`config.mk`:
```
export PLATFORM = sky130hd
export DESIGN_NAME = dac_sample_unpacker
export DESIGN_NICKNAME = d
export VERILOG_FILES = /design/src/rtl/dac_pkg.sv /design/src/rtl/dac_rate_tick.sv /design/src/rtl/dac_sample_unpacker.sv
export SDC_FILE = /design/constraint.sdc
export NUM_CORES = 1
export LEC_CHECK = 0
export CORE_MARGIN = 1
export CORE_UTILIZATION = 60
export DETAILED_ROUTE_END_ITERATION = 8
export DONT_BUFFER_PORTS = 1
export GPL_TIMING_DRIVEN = 0
export PLACE_DENSITY = 0.82
export SLEW_MARGIN = 20
export SYNTH_ARGS = -nofsm -noshare
export SYNTH_HDL_FRONTEND = slang
export SYNTH_HIERARCHICAL = 1
export SYNTH_SLANG_ARGS = --single-unit
```
`constraint.sdc`:
```
create_clock -name clk -period 3.2 [get_ports clk]
set_clock_uncertainty 0.1 [all_clocks]
set_input_delay 0.64 -clock clk [delete_from_list [all_inputs] [get_ports clk]]
set_output_delay 0.64 -clock clk [all_outputs]
set_load 0.01 [all_outputs]
```
`src/rtl/dac_pkg.sv`:
```
// Shared definitions for the DAC playback path: word-buffer state encoding
// and default sample/word widths.
package dac_pkg;

  localparam int unsigned SAMPLE_W_DEF = 16;
  localparam int unsigned DIN_W_DEF    = 32;

  typedef enum logic [1:0] {
    ST_EMPTY = 2'd0,
    ST_FETCH = 2'd1,
    ST_FULL  = 2'd2
  } state_t;

endpackage

```
`src/rtl/dac_rate_tick.sv`:
```
// Slot strobe generator: counts 0..RATE_DIV-1 while enabled and flags the
// last count. Held at 0 while disabled, so the first strobe lands RATE_DIV
// cycles after enable rises. Also usable as the ADC decimation strobe.
module dac_rate_tick #(
  parameter int unsigned RATE_DIV = 8
) (
  input  logic clk,
  input  logic rst,
  input  logic enable,
  output logic tick
);

  localparam int unsigned  CW   = (RATE_DIV > 1) ? $clog2(RATE_DIV) : 1;
  localparam logic [CW-1:0] LAST = CW'(RATE_DIV - 1);

  logic [CW-1:0] cnt;

  // Slot counter, frozen at zero while playback is disabled
  always_ff @(posedge clk) begin
    if (rst || !enable) begin
      cnt <= '0;
    end else if (cnt == LAST) begin
      cnt <= '0;
    end else begin
      cnt <= cnt + CW'(1);
    end
  end

  assign tick = enable && (cnt == LAST);

endmodule

```
`src/rtl/dac_sample_unpacker.sv`:
```
// Playback unpacker: fetches 32-bit words from a standard FIFO and plays
// them out as two DAC samples, one per slot, flagging slots with no data.
module dac_sample_unpacker
  import dac_pkg::*;
#(
  parameter int unsigned DIN_W     = DIN_W_DEF,
  parameter int unsigned SAMPLE_W  = SAMPLE_W_DEF,
  parameter int unsigned RATE_DIV  = 8,
  parameter bit          LOW_FIRST = 1'b1
) (
  input  logic                clk,
  input  logic                rst,
  input  logic                enable,
  input  logic                clr_underrun,
  input  logic                fifo_empty,
  input  logic [DIN_W-1:0]    fifo_dout,
  output logic                fifo_rd_en,
  output logic [SAMPLE_W-1:0] dac_data,
  output logic                dac_valid,
  output logic                underrun,
  output logic [31:0]         sample_count
);

  if (DIN_W != 2 * SAMPLE_W) begin : g_bad_width
    $error("dac_sample_unpacker: DIN_W must equal 2*SAMPLE_W");
  end
  if (RATE_DIV < 4) begin : g_bad_rate
    $error("dac_sample_unpacker: RATE_DIV must be at least 4");
  end

  state_t             state;
  logic               fetch_wait;
  logic               half;
  logic [DIN_W-1:0]   word;
  logic               tick;
  logic [SAMPLE_W-1:0] half0;
  logic [SAMPLE_W-1:0] half1;

  dac_rate_tick #(
    .RATE_DIV (RATE_DIV)
  ) u_tick (
    .clk    (clk),
    .rst    (rst),
    .enable (enable),
    .tick   (tick)
  );

  // Map buffer halves to playback order
  always_comb begin
    half0 = word[SAMPLE_W-1:0];
    half1 = word[DIN_W-1:SAMPLE_W];
    if (!LOW_FIRST) begin
      half0 = word[DIN_W-1:SAMPLE_W];
      half1 = word[SAMPLE_W-1:0];
    end
  end

  // Word buffer FSM with registered FIFO strobe, DAC outputs and underrun flag
  always_ff @(posedge clk) begin
    if (rst) begin
      state        <= ST_EMPTY;
      fetch_wait   <= 1'b0;
      half         <= 1'b0;
      word         <= '0;
      fifo_rd_en   <= 1'b0;
      dac_data     <= '0;
      dac_valid    <= 1'b0;
      underrun     <= 1'b0;
      sample_count <= '0;
    end else begin
      fifo_rd_en <= 1'b0;
      dac_valid  <= 1'b0;
      // Clear first so a coincident underrun below takes priority
      if (clr_underrun) begin
        underrun <= 1'b0;
      end
      unique case (state)
        ST_EMPTY: begin
          if (tick) begin
            underrun <= 1'b1;
          end
          if (enable && !fifo_empty) begin
            fifo_rd_en <= 1'b1;
            fetch_wait <= 1'b1;
            state      <= ST_FETCH;
          end
        end
        ST_FETCH: begin
          if (tick) begin
            underrun <= 1'b1;
          end
          // The registered strobe reaches the FIFO one edge after it is
          // raised, so read data lands a cycle later: FETCH spans two
          // cycles and captures on the second (FULL three cycles after EMPTY).
          if (fetch_wait) begin
            fetch_wait <= 1'b0;
          end else begin
            word  <= fifo_dout;
            half  <= 1'b0;
            state <= ST_FULL;
          end
        end
        ST_FULL: begin
          if (tick) begin
            dac_data     <= half ? half1 : half0;
            dac_valid    <= 1'b1;
            sample_count <= sample_count + 32'd1;
            if (half) begin
              state <= ST_EMPTY;
            end else begin
              half <= 1'b1;
            end
          end
        end
        default: begin
          state <= ST_EMPTY;
        end
      endcase
    end
  end

endmodule
```
==> summary.md <==
| Metric | Value |
|---|---|
| Outcome | finished clean |
| Avg Cell Area, Syn | 8.60 sq um |
| CP peak stage delay | 0.60 ns |
| Initial core utilization | 0.626 |
| Slew margin rel. | 0.566 |
| Syn. warnings | 6 |
| GRT Resource Usage Total | 0.266 |
| FF-to-FF setup slack | 0.23 ns |
| Top_reg_cell synth | dfxtp_1 |
| Crit path top cell by count | ha_1 |
| Clock transition at path regs | 0.08 ns |
| CTS root buffer | clkbuf_8 |
| Met1 Use GR | 0.299 |
| Fin. max-slew vios | 0 |
| Worst VDD drop | 0.000466 V |
| Power Density | 526 nW/um^2 |
| Layout cells sized above 1 | 0.0690 |
| Clock Tree Buf Depth | 2 |
| Largest net degree at the start of global routing | 15 |
| M3 GR Usage | 0.0865 |
| Seq/Total Area, Yosys | 0.483 |
| Crit Path Max Fanout | 10 |
| Setup TNS | 0 ns |
| Die X-Extent | 80.9 um |
| Placed inst area | 3820 sq um |
| DR vias | 3,097 |
| Crit-path cells | ha_1 -> ha_1 -> and2_1 -> nand3b_1 -> or4_1 -> buf_2 -> nor4_1 -> mux2_2 |
| Setup crit start | u_tick/cnt[0]$_SDFF_PP0_ |
| Grt peak-use layer | met2 |
| Clock latency on the worst-skew pair | 0.36 ns |
| Initial antenna violation count | 0 |
| CP bufs+invs | 1 |
| Period utilisation layout | 0.927 |
| Worst setup path endpoint | sample_count[20]$_SDFFE_PP0P_ |
| DRC viols | 0 |
| Worst Hold Margin | 0.247 ns |
| Critical path class | flop to flop |
| I/O pin cnt | 88 |
| # H-tree levels | 3 |
| Placeable Area | 5960 sq um |
| Maxcap violations | 0 |
| Cell depth of the worst setup path | 8 |
| Routed Antenna Nets | 0 |
| CP delay by family, top | simple AND/OR/NAND/NOR gates |
| CP Launch Type | flop |
| Total grt overflow | 0 |
| Ant diodes | 0 |
| Least-Margin Pin Slew | 0.651 ns |
| Synth cell types | 40 |
| GP Congestion | 0.767 |
| Die H | 80.9 um |
| Worst reg2reg path depth | 8 |
| Post-Syn Area | 3730 sq um |
| Design area | 4060 sq um |
| RSZ-0062 raised after global routing | false |
| Avg WL per Cell | 15.9 um |
| Die area | 6540 sq um |
| Clk sinks | 90 |
| Element type at the critical path end | flop |
| Port bufs | 0 |
| Num rows | 28 |
| Via-per-instance ratio | 5.91 |
| Leak | 0.00130 uW |
| Mapped Cells | 434 |
| Hold Path Depth | 1 |
| Number of synthesized flops with an enable pin | 0 |
| Hold Vio Cnt, Final | 0 |
| DP Wirelength | 5860 um |
| Max Clk Rate | 0.337 GHz |
| Critical path's slowest cell | or4_1 |
| Setup repair bufs after CTS | 0 |
| Synth async-reset ratio | 0 |
| Final setup violation count | 0 |
| Total power | 2130 uW |
| Flops & latches, synth | 90 |
| M2 GR Usage | 0.461 |
| Final Net Count | 485 |
| Minimum clock period | 2.97 ns |
| Cts repair resizes | 0 |
| Worst R2R End | sample_count[20]$_SDFFE_PP0P_ |
| Critical Path RT | 3.35 ns |
| Syn Nets | 474 |
| Area growth, synth to finish | 8.72% |
| Reg2reg start | u_tick/cnt[0]$_SDFF_PP0_ |
| Vias in the first global route | 2,980 |
| First drt pass iteration count | 4 |
| CTS Buf Count | 9 |
| Hold crit path type | primary input to flop |
| First-pass GRT wire length | 13,400 um |
| Worst endpoint data arrival time | 3.12 ns |
| CTS tree | yes |
| # hold bufs at CTS | 0 |
| Routed WL | 8330 um |
| Iteration-0 DRC count of the detailed router | 138 |
per-stage QoR:
| stage | util | std cells | setup WS (ns) |
|---|---|---|---|
| finish | 0.681 | 524 | 0.232 |
| detailed placement | 0.642 | 509 | 0.231 |
| floorplan | - | 434 | 0.648 |
| CTS | 0.681 | 524 | 0.220 |
| global placement | 0.642 | 509 | 0.276 |
| global route | 0.681 | 524 | 0.00145 |
registers in the layout, summed over array words and instances, names as in the netlist:
signal        count
sample_count     32
word             32
dac_data         16
u_tick/cnt        3
state             2
dac_valid         1
fetch_wait        1
fifo_rd_en        1
half              1
underrun          1
worst min-delay path by stage:
stage | from | to
floorplan | u_tick/cnt[0]$_SDFF_PP0_ | u_tick/cnt[0]$_SDFF_PP0_
CTS | rst | u_tick/cnt[0]$_SDFF_PP0_
detailed placement | word[22]$_SDFFE_PP0P_ | word[22]$_SDFFE_PP0P_
global placement | u_tick/cnt[0]$_SDFF_PP0_ | u_tick/cnt[0]$_SDFF_PP0_
finish | rst | u_tick/cnt[0]$_SDFF_PP0_
global route | rst | u_tick/cnt[0]$_SDFF_PP0_
routing by layer:
layer  up-vias  share of wire
met3        14          0.070
met2       100           0.49
met1      1443           0.42
met4         0          0.020
met5         -              0
li1       1540              -
power by group:
part / total [uW] / internal [uW] / switching, uW
Combinational: 76.1 / 23.8 / 52.2
Sequential: 1150 / 1140 / 11.0
Clock: 908 / 515 / 393
Total: 2130 / 1680 / 456
synthesized netlist by cell type (all sizes together) (2+ instances only):
cell	n	area, sq um
and4bb	2	25.0
or4	17	128
nand3	10	50.1
or2	3	18.8
nor2	30	113
nor2b	4	25.0
o31ai	11	82.6
a211oi	16	120
xor2	3	26.3
mux2i	16	160
ha	3	37.5
and3	3	18.8
o21ai	8	40.0
nor3	4	20.0
mux2	4	45.0
inv	13	48.8
dfxtp	90	1800
buf	8	42.5
a21oi	55	275
nand4	6	43.8
and2	2	12.5
clkbuf	23	86.3
nor4	3	18.8
or3	8	50.1
xnor2	4	35.0
nand2	77	289
final cells by class:
type                            count  area (sq um)
Clock inverter                      5           104
Fill cell                         491          1900
Tap cell                           75          93.8
Clock buffer                       10           128
Sequential cell                    90          1800
Inverter                           13          48.8
Buffer                             31           129
Multi-Input combinational cell    300          1750
placed cells by master (no fill, tap or decap), types with 2 or more instances in the layout:
master / instances
nand2_1: 77
nand3_1: 10
and4bb_2: 2
xor2_1: 3
mux2i_1: 16
buf_1: 3
nor4_1: 3
or3_1: 8
clkbuf_8: 9
bufinv_16: 3
ha_1: 3
o21ai_0: 8
and2_1: 2
a21oi_1: 55
buf_2: 4
mux2_2: 4
nor3_1: 4
a211oi_1: 16
clkbuf_1: 24
and3_1: 3
xnor2_1: 4
nor2_1: 30
or2_2: 3
inv_1: 13
or4_1: 17
dfxtp_1: 90
nand4_1: 5
nor2b_1: 4
o31ai_1: 11
cell families (layout without fill, tap and decap cells):
group,count (synthesis),after routing,synth area share
muxes,20,20,0.0550
adders and majority gates,3,3,0.0101
DFF,90,90,0.483
xor gates and xnor gates,7,7,0.0164
and+or+nand+nor,175,175,0.237
AOI/OAI and AO/OA,95,95,0.151
buffers and inverters,44,59,0.0476
(Power assumes the default switching activity.)
